File: src/rtl/cp0_pkg.sv
// cp0_pkg: constants shared by the CP0 exception/interrupt controller.
//   - CP0 register numbers (SR, Cause, EPC, PRId)
//   - ExcCode values, default handler vector and PRId
//   - SR / Cause bit positions
//   - epc_target(): return address for an exception entry
package cp0_pkg;

    localparam logic [4:0] REG_SR    = 5'd12;
    localparam logic [4:0] REG_CAUSE = 5'd13;
    localparam logic [4:0] REG_EPC   = 5'd14;
    localparam logic [4:0] REG_PRID  = 5'd15;

    typedef enum logic [4:0] {
        EXC_INT  = 5'd0,
        EXC_ADEL = 5'd4,
        EXC_ADES = 5'd5,
        EXC_RI   = 5'd10,
        EXC_OV   = 5'd12
    } exc_code_e;

    localparam logic [31:0] HANDLER_ADDR = 32'h0000_4180;
    localparam logic [31:0] PRID_DEFAULT = 32'h0000_0D00;

    // SR fields
    localparam int SR_IE    = 0;
    localparam int SR_EXL   = 1;
    localparam int SR_IM_LO = 10;
    // Cause fields
    localparam int CAUSE_EXC_LO = 2;
    localparam int CAUSE_IP_LO  = 10;
    localparam int CAUSE_BD     = 31;

    // A delay-slot instruction restarts at its branch, one word earlier.
    // Only the word address is kept; EPC[1:0] are hardwired to zero.
    function automatic logic [29:0] epc_target(input logic [31:0] pc, input logic bd);
        logic [31:0] t;
        t = bd ? (pc - 32'd4) : pc;
        return t[31:2];
    endfunction

endpackage

File: src/rtl/cp0_if.sv
// cp0_if: pipeline <-> CP0 bus.
//   master (pipeline): drives mfc0/mtc0 fields, M-stage exception info,
//                      hw_int and exl_clr; receives intreq, epc, dout.
//   slave  (cp0)     : the reverse.
interface cp0_if;
    logic [4:0]  a1;        // mfc0 register number
    logic [4:0]  a2;        // mtc0 register number
    logic [31:0] din;       // mtc0 data
    logic        we;        // mtc0 write enable
    logic [31:0] pc;        // M-stage PC
    logic [4:0]  exc_code;  // M-stage exception code, 0 = none
    logic        bd;        // M-stage instruction is in a delay slot
    logic [5:0]  hw_int;    // external interrupt lines [7:2]
    logic        exl_clr;   // eret in M stage
    logic        intreq;    // exception/interrupt entry this cycle
    logic [31:0] epc;       // eret target
    logic [31:0] dout;      // mfc0 data

    modport master (
        output a1, a2, din, we, pc, exc_code, bd, hw_int, exl_clr,
        input  intreq, epc, dout
    );
    modport slave (
        input  a1, a2, din, we, pc, exc_code, bd, hw_int, exl_clr,
        output intreq, epc, dout
    );
endinterface

File: src/rtl/cp0_int_arb.sv
// cp0_int_arb: combinational entry arbitration.
//   in : hw_int, im, ie, exl, exc_code
//   out: int_hit, exc_hit, intreq, exc_sel (ExcCode to latch on entry)
// EXL masks both sources, so an entry can never follow an entry.
module cp0_int_arb
    import cp0_pkg::*;
(
    input  logic [5:0] hw_int_i,
    input  logic [5:0] im_i,
    input  logic       ie_i,
    input  logic       exl_i,
    input  logic [4:0] exc_code_i,
    output logic       int_hit_o,
    output logic       exc_hit_o,
    output logic       intreq_o,
    output logic [4:0] exc_sel_o
);
    assign int_hit_o = (|(hw_int_i & im_i)) & ie_i & ~exl_i;
    assign exc_hit_o = (exc_code_i != 5'd0) & ~exl_i;
    assign intreq_o  = int_hit_o | exc_hit_o;
    // Interrupt takes priority over a concurrent synchronous exception.
    assign exc_sel_o = int_hit_o ? EXC_INT : exc_code_i;
endmodule

File: src/rtl/cp0.sv
// cp0: coprocessor-0 exception/interrupt controller (SR, Cause, EPC, PRId).
//   clk, reset : clock, async active-high reset
//   bus        : cp0_if.slave -- mfc0/mtc0, M-stage exception info,
//                hw_int, eret (exl_clr); returns intreq, epc, dout
// Parameters: PRID (PRId read value), HANDLER (vector for the PC mux).
// Build option: CP0_BD_EN implements Cause.BD and the delay-slot EPC
// adjustment; when undefined, bd is ignored.
module cp0
    import cp0_pkg::*;
#(
    parameter logic [31:0] PRID    = PRID_DEFAULT,
    parameter logic [31:0] HANDLER = HANDLER_ADDR
)(
    input  logic  clk,
    input  logic  reset,
    cp0_if.slave  bus
);
    logic [5:0]  im_q, im_d;
    logic        ie_q, ie_d;
    logic        exl_q, exl_d;
    logic        bd_q, bd_d;
    logic [5:0]  ip_q, ip_d;
    logic [4:0]  exccode_q, exccode_d;
    logic [29:0] epc_q, epc_d;

    logic        int_hit, exc_hit, intreq;
    logic [4:0]  exc_sel;
    logic        bd_eff;
    logic [31:0] sr_rd, cause_rd;

`ifdef CP0_BD_EN
    assign bd_eff = bus.bd;
`else
    assign bd_eff = 1'b0;
`endif

    cp0_int_arb u_arb (
        .hw_int_i   (bus.hw_int),
        .im_i       (im_q),
        .ie_i       (ie_q),
        .exl_i      (exl_q),
        .exc_code_i (bus.exc_code),
        .int_hit_o  (int_hit),
        .exc_hit_o  (exc_hit),
        .intreq_o   (intreq),
        .exc_sel_o  (exc_sel)
    );

    always_comb begin
        im_d      = im_q;
        ie_d      = ie_q;
        exl_d     = exl_q;
        bd_d      = bd_q;
        exccode_d = exccode_q;
        epc_d     = epc_q;
        ip_d      = bus.hw_int;   // pending lines are sampled every cycle
        if (intreq) begin
            // Entry overrides any mtc0 or eret in the same cycle.
            exl_d     = 1'b1;
            exccode_d = exc_sel;
            bd_d      = bd_eff;
            epc_d     = epc_target(bus.pc, bd_eff);
        end else begin
            if (bus.we) begin
                case (bus.a2)
                    REG_SR: begin
                        im_d  = bus.din[SR_IM_LO +: 6];
                        exl_d = bus.din[SR_EXL];
                        ie_d  = bus.din[SR_IE];
                    end
                    REG_EPC: epc_d = bus.din[31:2];
                    default: ;    // Cause, PRId and others are read-only
                endcase
            end
            if (bus.exl_clr) exl_d = 1'b0;
        end
    end

    always_ff @(posedge clk or posedge reset) begin
        if (reset) begin
            im_q      <= '0;
            ie_q      <= 1'b0;
            exl_q     <= 1'b0;
            bd_q      <= 1'b0;
            ip_q      <= '0;
            exccode_q <= '0;
            epc_q     <= '0;
        end else begin
            im_q      <= im_d;
            ie_q      <= ie_d;
            exl_q     <= exl_d;
            bd_q      <= bd_d;
            ip_q      <= ip_d;
            exccode_q <= exccode_d;
            epc_q     <= epc_d;
        end
    end

    always_comb begin
        sr_rd                          = '0;
        sr_rd[SR_IM_LO +: 6]           = im_q;
        sr_rd[SR_EXL]                  = exl_q;
        sr_rd[SR_IE]                   = ie_q;
        cause_rd                       = '0;
        cause_rd[CAUSE_BD]             = bd_q;
        cause_rd[CAUSE_IP_LO +: 6]     = ip_q;
        cause_rd[CAUSE_EXC_LO +: 5]    = exccode_q;
    end

    always_comb begin
        case (bus.a1)
            REG_SR:    bus.dout = sr_rd;
            REG_CAUSE: bus.dout = cause_rd;
            REG_EPC:   bus.dout = {epc_q, 2'b00};
            REG_PRID:  bus.dout = PRID;
            default:   bus.dout = '0;
        endcase
    end

    assign bus.intreq = intreq;
    assign bus.epc    = {epc_q, 2'b00};

    // pc[1:0] never reach EPC; HANDLER is consumed by the PC mux outside.
    logic unused_ok;
    assign unused_ok = &{1'b0, bus.pc[1:0], bus.bd, HANDLER, int_hit, exc_hit};
endmodule

File: src/flat_wrapper.sv
// flat-port wrapper written by rule: the top's interface ports become plain ports
module cp0_flat import cp0_pkg::*;
#(
    parameter logic [31:0] PRID    = PRID_DEFAULT,
    parameter logic [31:0] HANDLER = HANDLER_ADDR
)
  (clk, reset, bus_a1, bus_a2, bus_din, bus_we, bus_pc, bus_exc_code, bus_bd, bus_hw_int, bus_exl_clr, bus_intreq, bus_epc, bus_dout);
  cp0_if bus_i ();
  input  logic clk;
  input  logic reset;
  input wire logic [$bits(bus_i.a1)-1:0] bus_a1;
  input wire logic [$bits(bus_i.a2)-1:0] bus_a2;
  input wire logic [$bits(bus_i.din)-1:0] bus_din;
  input wire logic [$bits(bus_i.we)-1:0] bus_we;
  input wire logic [$bits(bus_i.pc)-1:0] bus_pc;
  input wire logic [$bits(bus_i.exc_code)-1:0] bus_exc_code;
  input wire logic [$bits(bus_i.bd)-1:0] bus_bd;
  input wire logic [$bits(bus_i.hw_int)-1:0] bus_hw_int;
  input wire logic [$bits(bus_i.exl_clr)-1:0] bus_exl_clr;
  output wire logic [$bits(bus_i.intreq)-1:0] bus_intreq;
  output wire logic [$bits(bus_i.epc)-1:0] bus_epc;
  output wire logic [$bits(bus_i.dout)-1:0] bus_dout;
  assign bus_i.a1 = bus_a1;
  assign bus_i.a2 = bus_a2;
  assign bus_i.din = bus_din;
  assign bus_i.we = bus_we;
  assign bus_i.pc = bus_pc;
  assign bus_i.exc_code = bus_exc_code;
  assign bus_i.bd = bus_bd;
  assign bus_i.hw_int = bus_hw_int;
  assign bus_i.exl_clr = bus_exl_clr;
  assign bus_intreq = bus_i.intreq;
  assign bus_epc = bus_i.epc;
  assign bus_dout = bus_i.dout;
  cp0 #(.PRID(PRID), .HANDLER(HANDLER)) u_core (.clk(clk), .reset(reset), .bus(bus_i));
endmodule
File: config.mk
export PLATFORM = sky130hd
export DESIGN_NAME = cp0_flat
export DESIGN_NICKNAME = d
export VERILOG_FILES = /design/src/rtl/cp0_pkg.sv /design/src/rtl/cp0_if.sv /design/src/rtl/cp0_int_arb.sv /design/src/rtl/cp0.sv /design/src/flat_wrapper.sv
export SDC_FILE = /design/constraint.sdc
export NUM_CORES = 1
export LEC_CHECK = 0
export ABC_AREA = 1
export CAP_MARGIN = 25
export CELL_PAD_IN_SITES_DETAIL_PLACEMENT = 0
export CELL_PAD_IN_SITES_GLOBAL_PLACEMENT = 1
export CORE_ASPECT_RATIO = 1.25
export CORE_MARGIN = 2
export CORE_UTILIZATION = 30
export CTS_BUF_LIST = sky130_fd_sc_hd__clkbuf_8
export DETAILED_ROUTE_END_ITERATION = 6
export PLACE_DENSITY = 0.9
export SLEW_MARGIN = 0
export SYNTH_ARGS = -nofsm -noshare
export SYNTH_HDL_FRONTEND = slang
export SYNTH_SLANG_ARGS = --single-unit
File: constraint.sdc
create_clock -name clk -period 2.5 [get_ports clk]
set_clock_uncertainty 0.15 [all_clocks]
set_input_delay 0.5 -clock clk [delete_from_list [all_inputs] [get_ports clk]]
set_output_delay 0.5 -clock clk [all_outputs]
set_load 0.02 [all_outputs]
# Word-level counts from Yosys, hierarchy flattened
# Cells that the tools add are included.
[word_totals] out_inout_bits=65 regBits=49 wordCells=37
[op_classes] n_eq_ne=6 bitwise_logic=7 reduce_logical=9 muxes=9
[ops] op="32-bit one-hot mux with 4 select lines" n=1
[ops] op="30-bit 2-to-1 mux" n=3
[ops] op="5-bit by 4-bit equality test with 1-bit output (second input constant)" n=6
[ops] op="6-bit bitwise AND" n=1
[ops] op="3-bit nonzero test" n=2
[ops] op="6-bit OR reduction" n=1
[ops] op="5-bit 2-to-1 mux" n=1
[ops] op="5-bit nonzero test" n=1
[ops] op="1-bit 2-to-1 mux" n=4
[ops] op="2-bit AND reduction" n=2
[ops] op="2-bit nonzero test" n=2
[ops] op="1-bit bitwise AND" n=3
[ops] op="3-bit AND reduction" n=1
[ops] op="1-bit inverter" n=2
[ops] op="1-bit bitwise OR" n=1

# Depth between registers and ports, before layout
# Gate-level depths: netlist of the first run.
[logic_depth] word_depth=7 depth_mapped=10

# Cells and area by module
# Synthesis of the first run repeated with hierarchy kept, for this count alone.
[hier_totals] hier_cells=432 hier_area_um2=2851.5
[modules_own_cells] module="cp0" cells_per_inst=400 n_inst=1 area_each_um2=2715.1
[modules_own_cells] module="cp0_int_arb" cells_per_inst=32 n_inst=1 area_each_um2=136.4

# Least setup slack after synthesis of the first run
# Ideal clock, no wire load.
[synth_path] path_kind="input port to output port" startpoint="input bus_a1[3]" endpoint="output bus_dout[3]" arrival_time_ns=1.359 t_required_ns=1.850 n_path_buf=1 path_slack_ns=0.491 path_stages=7 cell_sequence="nand2_1 -> nor2_1 -> nand2_2 -> inv_1 -> buf_2 -> nand2_1 -> o21ai_0"
[synth_between] elab_chain_len=2 elab_cells_between_ends=5 classes_between="eq/ne: 4; mux: 1"
[synth_rtl] item="from (decl)" line="flat_wrapper.sv:11" source="input wire logic [$bits(bus_i.a1)-1:0] bus_a1;"
[synth_rtl] item="5-bit by 4-bit equality test with 1-bit output" line="cp0.sv:111" source="case (bus.a1)"
[synth_rtl] item="32-bit one-hot mux with 4 select lines *" line="cp0.sv:111"
[synth_rtl] item="to (decl)" line="flat_wrapper.sv:22" source="output wire logic [$bits(bus_i.dout)-1:0] bus_dout;"
# Every way passes the cells marked *; elsewhere a longest branch is shown, timed or not.

# Final worst setup path of the first run
[layout_path] startpoint="input bus_a1[1]" endpoint="output bus_dout[15]"
# Same word-level chain as after synthesis.

==> results of run 1 <==
==> how the worst max path moves through the flow <==
stage / cells past startpoint / end
floorplan: 7 / bus_dout[3]
global placement: 9 / bus_dout[15]
detailed placement: 9 / bus_dout[15]
global route: 9 / bus_dout[15]
finish: 9 / bus_dout[15]
CTS: 8 / bus_dout[6]
==> layout make-up <==
class | count | share of cell area [%]
Multi-Input combinational cell | 305 | 30.1
Sequential cell | 49 | 26.4
Tap cell | 129 | 3.48
Clock buffer | 5 | 1.48
Inverter | 65 | 5.25
Timing Repair Buffer | 169 | 32.9
Clock inverter | 3 | 0.458
==> cells in the final DEF (no fill, tap or decap), types with 4 or more instances in the layout <==
master	count
nand2_1	145
clkdlybuf4s50_1	116
nand3_1	69
inv_1	60
dfrtp_1	49
nand4_1	39
nor2_1	27
buf_2	26
buf_4	19
o21ai_1	6
nand2_2	5
inv_2	5
clkbuf_8	5
o21ai_0	4
==> stage by stage <==
| step | instances | area (µm²) | util (%) | hold slack [ps] | total power (W) |
|---|---|---|---|---|---|
| 5_1_grt | 725 | 4640 | 46.4 | 392 | 0.00449 |
| 2_1_floorplan | 450 | 3060 | - | 292 | 0.00278 |
| 4_1_cts | 725 | 4750 | 47.5 | 332 | 0.00419 |
| 6_report | 725 | 4640 | 46.4 | 329 | 0.00414 |
| 3_5_place_dp | 717 | 4690 | 46.9 | 309 | 0.00372 |
| 3_3_place_gp | 717 | 4690 | 46.9 | 306 | 0.00366 |
==> repair_timing <==
item	in CTS	in global routing
buffers inserted	0	0
hold buffers	0	0
setup endpoints to repair	33	38
resized for setup	110	35
pin swaps	0	0
==> where the power goes <==
| group | switching (W) | total [W] | internal (W) | leakage, nW |
|---|---|---|---|---|
| Combinational | 0.00127 | 0.00226 | 0.000991 | 1.82 |
| Clock | 0.000274 | 0.000473 | 0.000199 | 0.0445 |
| Sequential | 0.000279 | 0.00141 | 0.00113 | 0.577 |
| Total | 0.00182 | 0.00414 | 0.00232 | 2.44 |
==> state kept, by name, indices dropped and copies added (netlist names) <==
register	flops
u_core.epc_q	30
u_core.im_q	6
u_core.exccode_q	5
u_core.exl_q	1
u_core.ip_q	6
u_core.ie_q	1
==> metal layers <==
metal	routed length, µm	vias up	GRT usage, %
met5	0	-	0
met4	176	0	5.12
met3	391	11	1.41
met1	4070	1535	21.5
met2	4960	106	31.7
li1	-	1707	-
==> cell families (layout without fill, tap and decap cells) <==
group	after synthesis	in the layout	synth area share, %
AO/OA/AOI/OAI	13	13	2.46
flip-flops	49	49	40.1
AND/OR/NAND/NOR	290	290	42.4
buffers and inverters	96	242	14.9
other	1	2	0.123
==> worst reg2reg max path: stages (launching register included) <==
cell	delay, ps
dfrtp_1	410
nand2_1	60
nand2_1	50
nor2_1	120
nand2_1	80
nand2_2	90
buf_6	420
nand3_2	250
nand2_1	130
nand2_1	50
==> flow_summary.yaml, run 1 <==
status:
  status: "finished clean"
floorplanning:
  start_util_pct: 30.6
  coreArea_um2: 10000
  pin_count: 155
  placementRows: 41
  die_area_um2: 11000
  die_h_um: 117
  die_w_um: 94.3
global_route:
  grt_pass1_vias: 3196
  antenna_found_initial: 0
  grt_max_degree: 74
  track_usage_pct: 17.2
  grt_pass1_wl_um: 15200
  overflow: 0
critical_path:
  critPathKind: "in2out"
  slowest_delay_ps: 500
  cp_cell_sequence: "clkdlybuf4s50_1, inv_1, nor2_2, nand2_2, inv_2, buf_6, nand2_1, nand3_1, buf_4"
  critPathLaunch: "bus_a1[1]"
  reg2reg_to: "u_core.im_q[1]$_DFFE_PP0P_"
  worstSetupEndpointType: "output port"
  path_max_fanout: 7
  worstRegToRegCells: 9
  cp_slowest_cell: "clkdlybuf4s50_1"
  critPathLaunchType: "input port"
  rrSetupSlack_ps: 600
  cp_num_buf_inv: 5
  crit-reg2reg-launch: "u_core.im_q[2]$_DFFE_PP0P_"
  crit_arrival_ps: 1770
  crit_family: "buffers and inverters"
  required_ps: 1850
synthesis:
  synth_most_common_cell: "nand2_1"
  synth_top_cell_by_area: "dfrtp_1"
  syn_area_um2: 3060
  synth_cell_types: 20
  synth_top_cell_area_share_pct: 40.1
  async_flop_share_pct: 100
  syn_inst: 449
  syn_area_per_cell_um2: 6.81
  synth_edf_count: 0
  ys_warn_count: 0
  yosys-top-cells-count: "146 x nand2_1, 69 x nand3_1, 64 x inv_1"
  seq_area_frac_synth_pct: 40.1
  synthTopCellsByArea: "dfrtp_1 40%, nand2_1 18%, nand3_1 11%"
  ys_ff_latch: 49
  yosys_most_used_dff: "dfrtp_1"
layout:
  register_area_um2: 1230
  antenna_cells: 0
  multi_input_area_um2: 1400
  drive_gt1_share_pct: 12.8
  fillers: 1024
  num-nets-final: 685
  syn2layout_area_growth_pct: 51.9
place:
  portBuffers: 149
  place_congestion: 0.814
  dp_hpwl_um: 7160
  dp_worst_setup_slack_ps: -403
clock_tree:
  path_clk_slew_ps: 90
  htree_levels: 2
  cts_tree: "yes"
  clock_latency_ps: 300
  cts-root-buf: "clkbuf_8"
  cts_made_buffers: 5
  clk_path_buf_depth: 2
  clock_sinks: 49
sta:
  drv_slew: 0
  final-setup-viol-count: 0
  setup_ws_ps: 79.1
  hold_viol: 0
  fmax_mhz: 413
  period_needed_ps: 2420
  tns_ps: 0
  period_share_pct: 96.8
  relSlewSlack_pct: 53.9
  tightest_slew_ps: 691
routing:
  routed_wirelength_um: 9600
  vias_per_cell: 4.63
  vias: 3359
  ant_nets: 0
  drtPass1Iterations: 4
  avgRoutedWirePerCell_um: 13.2
  drtIter0Drc: 144
  route.detailed.drc: 0
job:
  drv_cap: 0
hold_path:
  holdPathStages: 2
  hold_class: "reg2reg"
  hold_start: "u_core.ie_q$_DFFE_PP0P_"
  whs_endpoint: "u_core.ie_q$_DFFE_PP0P_"
power_and_ir_drop:
  peakVddDrop_v: 0.000533
  p_per_area_nw_per_um2: 892
  leakagePower_nw: 2.44
No activity file was read; power rests on OpenSTA's default activity.
==> run 2, diff against run 1 <==
--- a/config.mk
+++ b/config.mk
@@ -11,10 +11,11 @@
 export CELL_PAD_IN_SITES_GLOBAL_PLACEMENT = 1
 export CORE_ASPECT_RATIO = 1.25
 export CORE_MARGIN = 2
-export CORE_UTILIZATION = 30
-export CTS_BUF_LIST = sky130_fd_sc_hd__clkbuf_8
+export CORE_UTILIZATION = 35
+export CTS_BUF_LIST = sky130_fd_sc_hd__clkbuf_16
 export DETAILED_ROUTE_END_ITERATION = 6
-export PLACE_DENSITY = 0.9
+export DONT_BUFFER_PORTS = 1
+export PLACE_DENSITY = 0.71
 export SLEW_MARGIN = 0
 export SYNTH_ARGS = -nofsm -noshare
 export SYNTH_HDL_FRONTEND = slang
==> constraint.sdc (replaced) <==
create_clock -name clk -period 2.2 [get_ports clk]
set_clock_uncertainty 0.15 [all_clocks]
set_input_delay 0.44 -clock clk [delete_from_list [all_inputs] [get_ports clk]]
set_output_delay 0.44 -clock clk [all_outputs]
set_load 0.02 [all_outputs]
==> run 2 against run 1 <==
Sequential share of layout area grew 9.2 points. Sequential power grew 41%. Die area shrank 14%. Combinational power shrank 33%. Routed wire length shrank 11%. Highest routed layer unchanged.
==> flow_summary.yaml, run 2 (synthesis results as in run 1) <==
floorplanning:
  die_area_um2: 9500
  start_util_pct: 35.5
  die_h_um: 108
  coreArea_um2: 8610
  placementRows: 38
  die_w_um: 87.6
  pin_count: 155
critical_path:
  crit_arrival_ps: 1410
  critPathLaunch: "bus_a1[3]"
  path_max_fanout: 12
  critPathKind: "in2out"
  worstSetupEndpointType: "output port"
  required_ps: 1610
  reg2reg_to: "u_core.exl_q$_DFFE_PP0P_"
  crit_end: "bus_dout[3]"
  critPathLaunchType: "input port"
  rrSetupSlack_ps: 470
  crit-reg2reg-launch: "u_core.im_q[2]$_DFFE_PP0P_"
  worstRegToRegCells: 8
status:
  status: "finished clean"
clock_tree:
  clock_latency_ps: 300
  ctsResizeCount: 0
  path_clk_slew_ps: 70
  cts_hold_buf: 1
  cts_tree: "yes"
  cts-root-buf: "clkbuf_16"
  clk_path_buf_depth: 2
  clock_sinks: 49
  cts_made_buffers: 5
  htree_levels: 2
  postCtsSetupBuffers: 0
routing:
  wl_met1_um: 3600
  routed_wirelength_um: 8530
  avgRoutedWirePerCell_um: 14.8
  drtIter0Drc: 177
  vias_per_cell: 5.05
  route.detailed.drc: 0
  drtPass1Iterations: 5
  wl_met3_um: 615
  met2_length_um: 4080
  vias: 2917
  highest_layer: "met4"
  ant_nets: 0
hold_path:
  hold_class: "in2reg"
layout:
  mostFrequentLayoutCell: "nand2_1"
  num-nets-final: 547
  final_cell_mix: "146 x nand2_1, 69 x nand3_1, 63 x inv_1"
  antenna_cells: 0
  fillers: 918
  drive_gt1_share_pct: 10.5
  fin_cells: 578
  largest_reg_flops: 30
  syn2layout_area_growth_pct: 12.6
  top_register: "u_core.epc_q"
  top_regs: "u_core.epc_q: 30 flops, u_core.im_q: 6 flops, u_core.ip_q: 6 flops"
sta:
  whs_ps: 16.1
  period_needed_ps: 2000
  final-setup-viol-count: 0
  rsz0062_at_grt: "no"
  fmax_mhz: 500
  drv_slew: 0
  tightest_slew_ps: 559
  tns_ps: 0
  period_share_pct: 90.9
  hold_viol: 0
  relSlewSlack_pct: 62.7
power_and_ir_drop:
  leakagePower_nw: 1.91
  pwr-share-comb_pct: 35.3
  peakVddDrop_v: 0.000388
  p_int_w: 0.00229
  swShare_pct: 46.7
  p_per_area_nw_per_um2: 1250
  power_switching_w: 0.00201
  clockPowerShare_pct: 18.3
  seqPwrFrac_pct: 46.4
global_route:
  track_usage_pct: 18.3
  overflow: 0
  grt_max_degree: 74
  grt_pass1_wl_um: 13600
  grt_pass1_vias: 2758
  antenna_found_initial: 0
place:
  portBuffers: 0
  dp_hpwl_um: 6260
  place_inst: 569
  place_congestion: 0.790
job:
  drv_cap: 0
-- run 2: cell count changes in the layout (fill, tap and decap cells not counted), moves of 3 or more --
cell / delta
buf_2: -26
buf_4: +7
buf_6: -3
clkbuf_16: +5
clkbuf_8: -5
clkdlybuf4s50_1: -116
inv_1: +3
inv_2: -3
-- run 2: layout make-up --
class / count / area [µm²] / share of cell area (%)
Timing Repair Buffer: 31 / 285 / 8.29
Clock inverter: 3 / 21.3 / 0.618
Tap cell: 120 / 150 / 4.36
Multi-Input combinational cell: 305 / 1390 / 40.4
Inverter: 65 / 244 / 7.09
Clock buffer: 5 / 125 / 3.64
Sequential cell: 49 / 1230 / 35.6
-- run 2: worst min-delay path by stage --
stage	end	slack, ps	depth (start not counted)	start
after global routing	u_core.ip_q[0]$_DFF_PP0_	6	0	bus_hw_int[0]
after detailed placement	u_core.epc_q[23]$_DFFE_PP0P_	270	1	reset
final	u_core.ip_q[0]$_DFF_PP0_	20	0	bus_hw_int[0]
after floorplan	u_core.ie_q$_DFFE_PP0P_	290	2	u_core.ie_q$_DFFE_PP0P_
after CTS	u_core.ip_q[0]$_DFF_PP0_	10	0	bus_hw_int[0]
after global placement	u_core.epc_q[23]$_DFFE_PP0P_	260	1	reset
-- run 2: through the flow --
step / setup slack [ps] / instance area, µm² / utilization [%] / power (W)
2_1_floorplan: 311 / 3060 / - / 0.00316
3_3_place_gp: 270 / 3280 / 38.2 / 0.00352
3_5_place_dp: 213 / 3280 / 38.2 / 0.00354
4_1_cts: 201 / 3440 / 40.0 / 0.00433
5_1_grt: 94.0 / 3440 / 40.0 / 0.00465
6_report: 201 / 3440 / 40.0 / 0.00429
-- run 2: critical path, stage by stage --
cell and delay, ps:
nand2_1 50, nor2_1 140, nand2_2 80, inv_1 310, nand2_1 100, o21ai_0 110
buf_4 180
-- run 2: layer usage --
metal	vias up	track usage, %
met4	0	7.25
li1	1436	-
met3	15	4.35
met1	1323	23.3
met5	-	0
met2	143	29.6
-- run 2: power groups by stage --
stage / Clock, W / Sequential (W) / Combinational [W]
3_3_place_gp: 0 / 0.00201 / 0.00151
3_5_place_dp: 0 / 0.00200 / 0.00153
5_1_grt: 0.000838 / 0.00204 / 0.00177
2_1_floorplan: 0 / 0.00189 / 0.00128
6_report: 0.000785 / 0.00199 / 0.00151
4_1_cts: 0.000798 / 0.00199 / 0.00153
==> variant 1, RTL diff (settings of run 2) <==
Set the package constant `SR_IM_LO` to 5 (it was 10).
--- a/src/rtl/cp0_pkg.sv
+++ b/src/rtl/cp0_pkg.sv
@@ -24,7 +24,7 @@
     // SR fields
     localparam int SR_IE    = 0;
     localparam int SR_EXL   = 1;
-    localparam int SR_IM_LO = 10;
+    localparam int SR_IM_LO = 5;
     // Cause fields
     localparam int CAUSE_EXC_LO = 2;
     localparam int CAUSE_IP_LO  = 10;
Function: changed (Yosys sat finds a counterexample within 4 cycles, from zero or initial values and one cycle with reset high).
==> variant 1 against run 2 <==
Sequential cell count unchanged; global-route usage decreased by 0.73 points; area after synthesis increased by 2.4%; total power increased by 5.7%; first-iteration DRC count decreased by 5.1%; non-clock buffer count decreased by 15; combinational power increased by 3%; die area increased by 2.3%; hold slack improved by 15 ps; final area decreased by 1.7%; setup slack improved by 38 ps; critical path depth unchanged; wire length increased by 2.6%; critical path type unchanged; highest routed layer unchanged.
==> variant 1: results (changes against run 2) <==
Crit path max-delay family -> buffers and inverters
Buffer count from post-CTS setup fixing -> 0 (unchanged)
Critical Path AT -> 1370 ps (-40 ps)
Vias in the first global route -> 2673 (-3.1%)
Share of layout cells above drive strength 1 -> 9.89% (-0.60 points)
M3 GR Usage -> 3.45% (-0.90 points)
Layout filler cell count -> 927 (+0.98%)
Grt met1 use -> 22.1% (-1.2 points)
Critical-path top delay cell -> inv_1
Biggest regs -> u_core.epc_q x30, u_core.im_q x6, u_core.ip_q x6
Gates resized, CTS repair -> 0 (unchanged)
Largest net degree at the start of global routing -> 70 (-5.4%)
CTS HTree Levels -> 2 (unchanged)
Primary FF master, synth -> dfrtp_1
Slowest cell delay on critical path -> 320 ps
Port Buffers -> 0 (unchanged)
Clock latency on the worst-skew pair -> 280 ps (-20 ps)
Critical path fanouts, max -> 14 (+2)
1st-pass router iterations -> 5 (unchanged)
Most common library cells after synthesis -> 140 x nand2_1, 62 x inv_1, 61 x nand3_1
# clock sinks -> 49 (unchanged)
Worst Hold Class -> primary input to flip-flop
Clock-pin slew on the worst setup and hold paths -> 70 ps (about the same)
Synth Area in XOR/XNOR -> 0% (unchanged)
GPL Wtd Cong -> 0.778 (-1.6%)
Initial antenna violation count -> 0 (unchanged)
HPWL after DPL -> 6.38 mm (+1.9%)
Gr usage total -> 17.6% (-0.73 points)
Maximum vdd drop -> 0.567 mV (+46%)
Nets -> 524 (-4.2%)
Root Driver -> clkbuf_16
Ant. Diodes -> 0 (unchanged)
First-pass GRT wire length -> 13.3 mm (-2.2%)
Mux share of post-synthesis cell area -> 0% (unchanged)
Status -> complete, no violations
Synth Area in Adders -> 0% (unchanged)
Max clock buf depth -> 2 (unchanged)
Largest cells by area after synthesis -> dfrtp_1 39%, nand2_1 17%, nand3_1 9.8%
Share of the synthesized area in compound gates (AO/OA/AOI/OAI) -> 3.52% (+1.1 points)
M2 GR Usage -> 30.6% (+1.0 points)
Total wire length -> 8.75 mm (+2.6%)
Initial DRC count -> 168 (-5.1%)
Vias -> 2833 (-2.9%)
Unique masters post-synth -> 24 (+20%)
Placed inst area -> 3190 µm² (-2.8%)
Max transition margin -> 56.8% (-5.9 points)
Leakage -> 1.86 nW (-2.5%)
Register area share after synthesis -> 39.2% (-0.95 points)
Synth warnings -> 0 (unchanged)
Asr flop ratio synth -> 100% (unchanged)
CTS buffer count -> 5 (unchanged)
[variant 1: cell count changes after synthesis, moves of 3 or more]
cell	delta
nand3_2	+7
buf_2	-3
a22o_1	+5
nand2_1	-6
nand3_1	-8
[variant 1: layer usage]
metal | up-vias | share of wire (%)
met5 | - | 0
met4 | 0 | 1.1
met3 | 9 | 7.3
met2 | 106 | 51
met1 | 1322 | 41
li1 | 1396 | -
[variant 1: per-stage QoR]
step / hold slack [ps] / power [mW] / utilization, % / cells / setup slack (ps)
after floorplan: 292 / 3.25 / - / 442 / 318
after global routing: 21.1 / 4.88 / 38.9 / 555 / 64.0
after global placement: 311 / 3.56 / 36.7 / 547 / 260
after CTS: 24.8 / 4.60 / 38.9 / 555 / 209
after detailed placement: 318 / 3.60 / 36.7 / 547 / 213
final: 30.9 / 4.54 / 38.9 / 555 / 239
[variant 1: cell families after synthesis]
group / after synthesis
buf+inv: 94
other cells: 1
flops: 49
simple gates: 281
compound gates: 16
[variant 1: layout make-up]
cell class | count | area share, %
repair buffers | 16 | 4.29
flip-flops and latches | 49 | 36.2
inverters | 63 | 6.99
clock buffers | 5 | 3.70
well taps | 120 | 4.44
multi-input cells | 299 | 42.4
clock inverters | 3 | 1.92
[variant 1: worst paths after layout]
check,start,endpoint,slack [ps],cells past startpoint
hold / removal,bus_hw_int[0],u_core.ip_q[0],30,0
setup reg to reg,u_core.im_q[3],u_core.epc_q[12],510,10
setup / recovery,bus_a1[3],bus_dout[2],240,7
hold reg to reg,u_core.ie_q,u_core.ie_q,330,2
min in group asynchronous,reset,u_core.epc_q[12],60,2
max in group asynchronous,reset,u_core.exl_q,1400,2
[variant 1: power breakdown]
group	internal, mW	switching (mW)	total, mW
combinational	0.582	0.976	1.56
clock	0.649	0.333	0.982
sequential	1.29	0.710	2.00
total	2.52	2.02	4.54
==> variant 2, RTL diff (settings of run 2) <==
Made on the original files. Make the reset (`reset`) synchronous in one clocked block. Comments in the files are not updated.
--- a/src/rtl/cp0.sv
+++ b/src/rtl/cp0.sv
@@ -76,7 +76,7 @@
         end
     end
 
-    always_ff @(posedge clk or posedge reset) begin
+    always_ff @(posedge clk) begin
         if (reset) begin
             im_q      <= '0;
             ie_q      <= 1'b0;
Check against the original RTL: differs if reset is asserted again (counterexample within 4 cycles, from zero or initial values and one cycle with reset high); with reset held inactive, the same outputs for 4 cycles.
==> variant 2 against run 2 <==
Die area down 4.4%; critical path depth down 3; synthesized cell count up 5.1%; maximum frequency up 4.2%; sequential cell count unchanged; via count up 1.8%; utilization up 0.25 points; setup slack better by 80 ps; final area down 4.7%; area after synthesis down 4.5%; wire length up 3.8%; critical endpoint is now bus_dout[12].
Power is not compared: it rests on default switching activity, and its combinational part moved more than twofold at a synthesized area within 25%.
==> variant 2: results (changes against run 2) <==
CTS HTree Levels -> 2 (unchanged)
Worst Hold Class -> primary input to flip-flop
RR Startpoint -> u_core.exl_q
Vias -> 2969 (+1.8%)
GPL Wtd Cong -> 0.771 (-2.5%)
Clock-pin slew on the worst setup and hold paths -> 70 ps (about the same)
Vias in the first global route -> 2767 (+0.33%)
Register area share after synthesis -> 33.6% (-6.5 points)
Initial DRC count -> 179 (+1.1%)
Biggest regs -> u_core.epc_q x30, u_core.im_q x6, u_core.ip_q x6
Largest cells by area after synthesis -> dfxtp_1 34%, nand2_1 15%, nand3_1 10%
CTS tree -> yes
Wirelength per Cell -> 15.3 µm (+3.4%)
Asr flop ratio synth -> 0% (-100 points)
Share of layout cells above drive strength 1 -> 10.8% (+0.29 points)
Max transition margin -> 66.4% (+3.7 points)
Clock latency on the worst-skew pair -> 280 ps (-20 ps)
Syn Inst Count -> 472 (+5.1%)
Unique masters post-synth -> 21 (+5.0%)
Crit. Startpoint -> bus_a1[3]
Max clock buf depth -> 2 (unchanged)
Root Driver -> clkbuf_16
Gr usage total -> 19.2% (+0.88 points)
Buffer count from post-CTS setup fixing -> 0 (unchanged)
Leakage -> 1.64 nW
Synth warnings -> 0 (unchanged)
Ant. Diodes -> 0 (unchanged)
Port Buffers -> 0 (unchanged)
Most common library cells after synthesis -> 120 x nand2_1, 74 x inv_1, 60 x nand3_1
First-pass GRT wire length -> 13.9 mm (+2.3%)
Primary FF master, synth -> dfxtp_1
Final Non-Filler Cells -> 580 (+0.35%)
Critical path fanouts, max -> 8 (-4)
Hold Startpoint -> reset
Gates resized, CTS repair -> 0 (unchanged)
Maximum vdd drop -> 0.358 mV
Post-synth EDFFs -> 0 (unchanged)
HPWL after DPL -> 6.45 mm (+2.9%)
Largest net degree at the start of global routing -> 39 (-47%)
CTS hold repair buffers -> 0 (-1)
Initial antenna violation count -> 0 (unchanged)
CTS buffer count -> 5 (unchanged)
1st-pass router iterations -> 4 (-1)
Critical Path AT -> 1330 ps (-80 ps)
Nets -> 572 (+4.6%)
Status -> complete, no violations
Placed inst area -> 3140 µm² (-4.5%)
## variant 2: changes by cell type in the layout (fill, tap and decap cells not counted), moves of 9 or more
| cell | run 2 | this run |
|---|---|---|
| nand4_1 | 39 | 30 |
| nor2_1 | 29 | 48 |
| dfxtp_1 | 0 | 49 |
| a21oi_1 | 0 | 36 |
| nand3_1 | 69 | 60 |
| nand2_1 | 146 | 120 |
| buf_4 | 26 | 36 |
| dfrtp_1 | 49 | 0 |
| inv_1 | 63 | 74 |
## variant 2: area by class of cell
class,instances,area (µm²)
tap,97,121
fill,903,4870
multi-input combinational,315,1470
timing repair buffer,37,290
clock buffer,5,125
clock inverter,3,17.5
sequential,49,981
inverter,74,278
## variant 2: kinds of logic after synthesis
family	count (synthesis)	share of synthesized area, %
other	1	0.129
DFF	49	33.6
and+or+nand+nor	266	40.6
AOI/OAI and AO/OA	47	9.31
buffers and inverters	109	16.4
## variant 2: critical path, stage by stage
cell	delay [ps]
nand2_1	50
nor2_1	130
nand2_1	220
o211ai_1	500
## variant 2: where the power goes
part | switching (mW) | total, mW | leakage (nW) | internal, mW
Sequential | 0.130 | 1.09 | 0.406 | 0.958
Clock | 0.327 | 0.744 | 0.0696 | 0.417
Combinational | 0.193 | 0.306 | 1.17 | 0.113
Total | 0.649 | 2.14 | 1.64 | 1.49
## variant 2: worst paths after layout
| path | slack (ps) | endpoint | cells after the start |
|---|---|---|---|
| max | 280 | bus_dout[12] | 4 |
| min | 70 | u_core.epc_q[26] | 1 |
| max reg2reg | 460 | u_core.ie_q | 6 |
| min reg2reg | 320 | u_core.exccode_q[3] | 2 |
## variant 2: per-layer routing
| layer | part of all wire, % | GRT usage, % | up-vias |
|---|---|---|---|
| met5 | 0 | 0 | - |
| met3 | 7.4 | 5.51 | 4 |
| met4 | 0.81 | 4.42 | 0 |
| met1 | 41 | 23.0 | 1364 |
| met2 | 51 | 33.5 | 88 |
| li1 | - | - | 1513 |
## variant 2: through the flow
step,hold WS [ps],setup slack (ps)
after floorplan,289,278
after global placement,303,266
after detailed placement,311,247
after CTS,63.9,274
after global routing,58.7,151
final,70.0,281
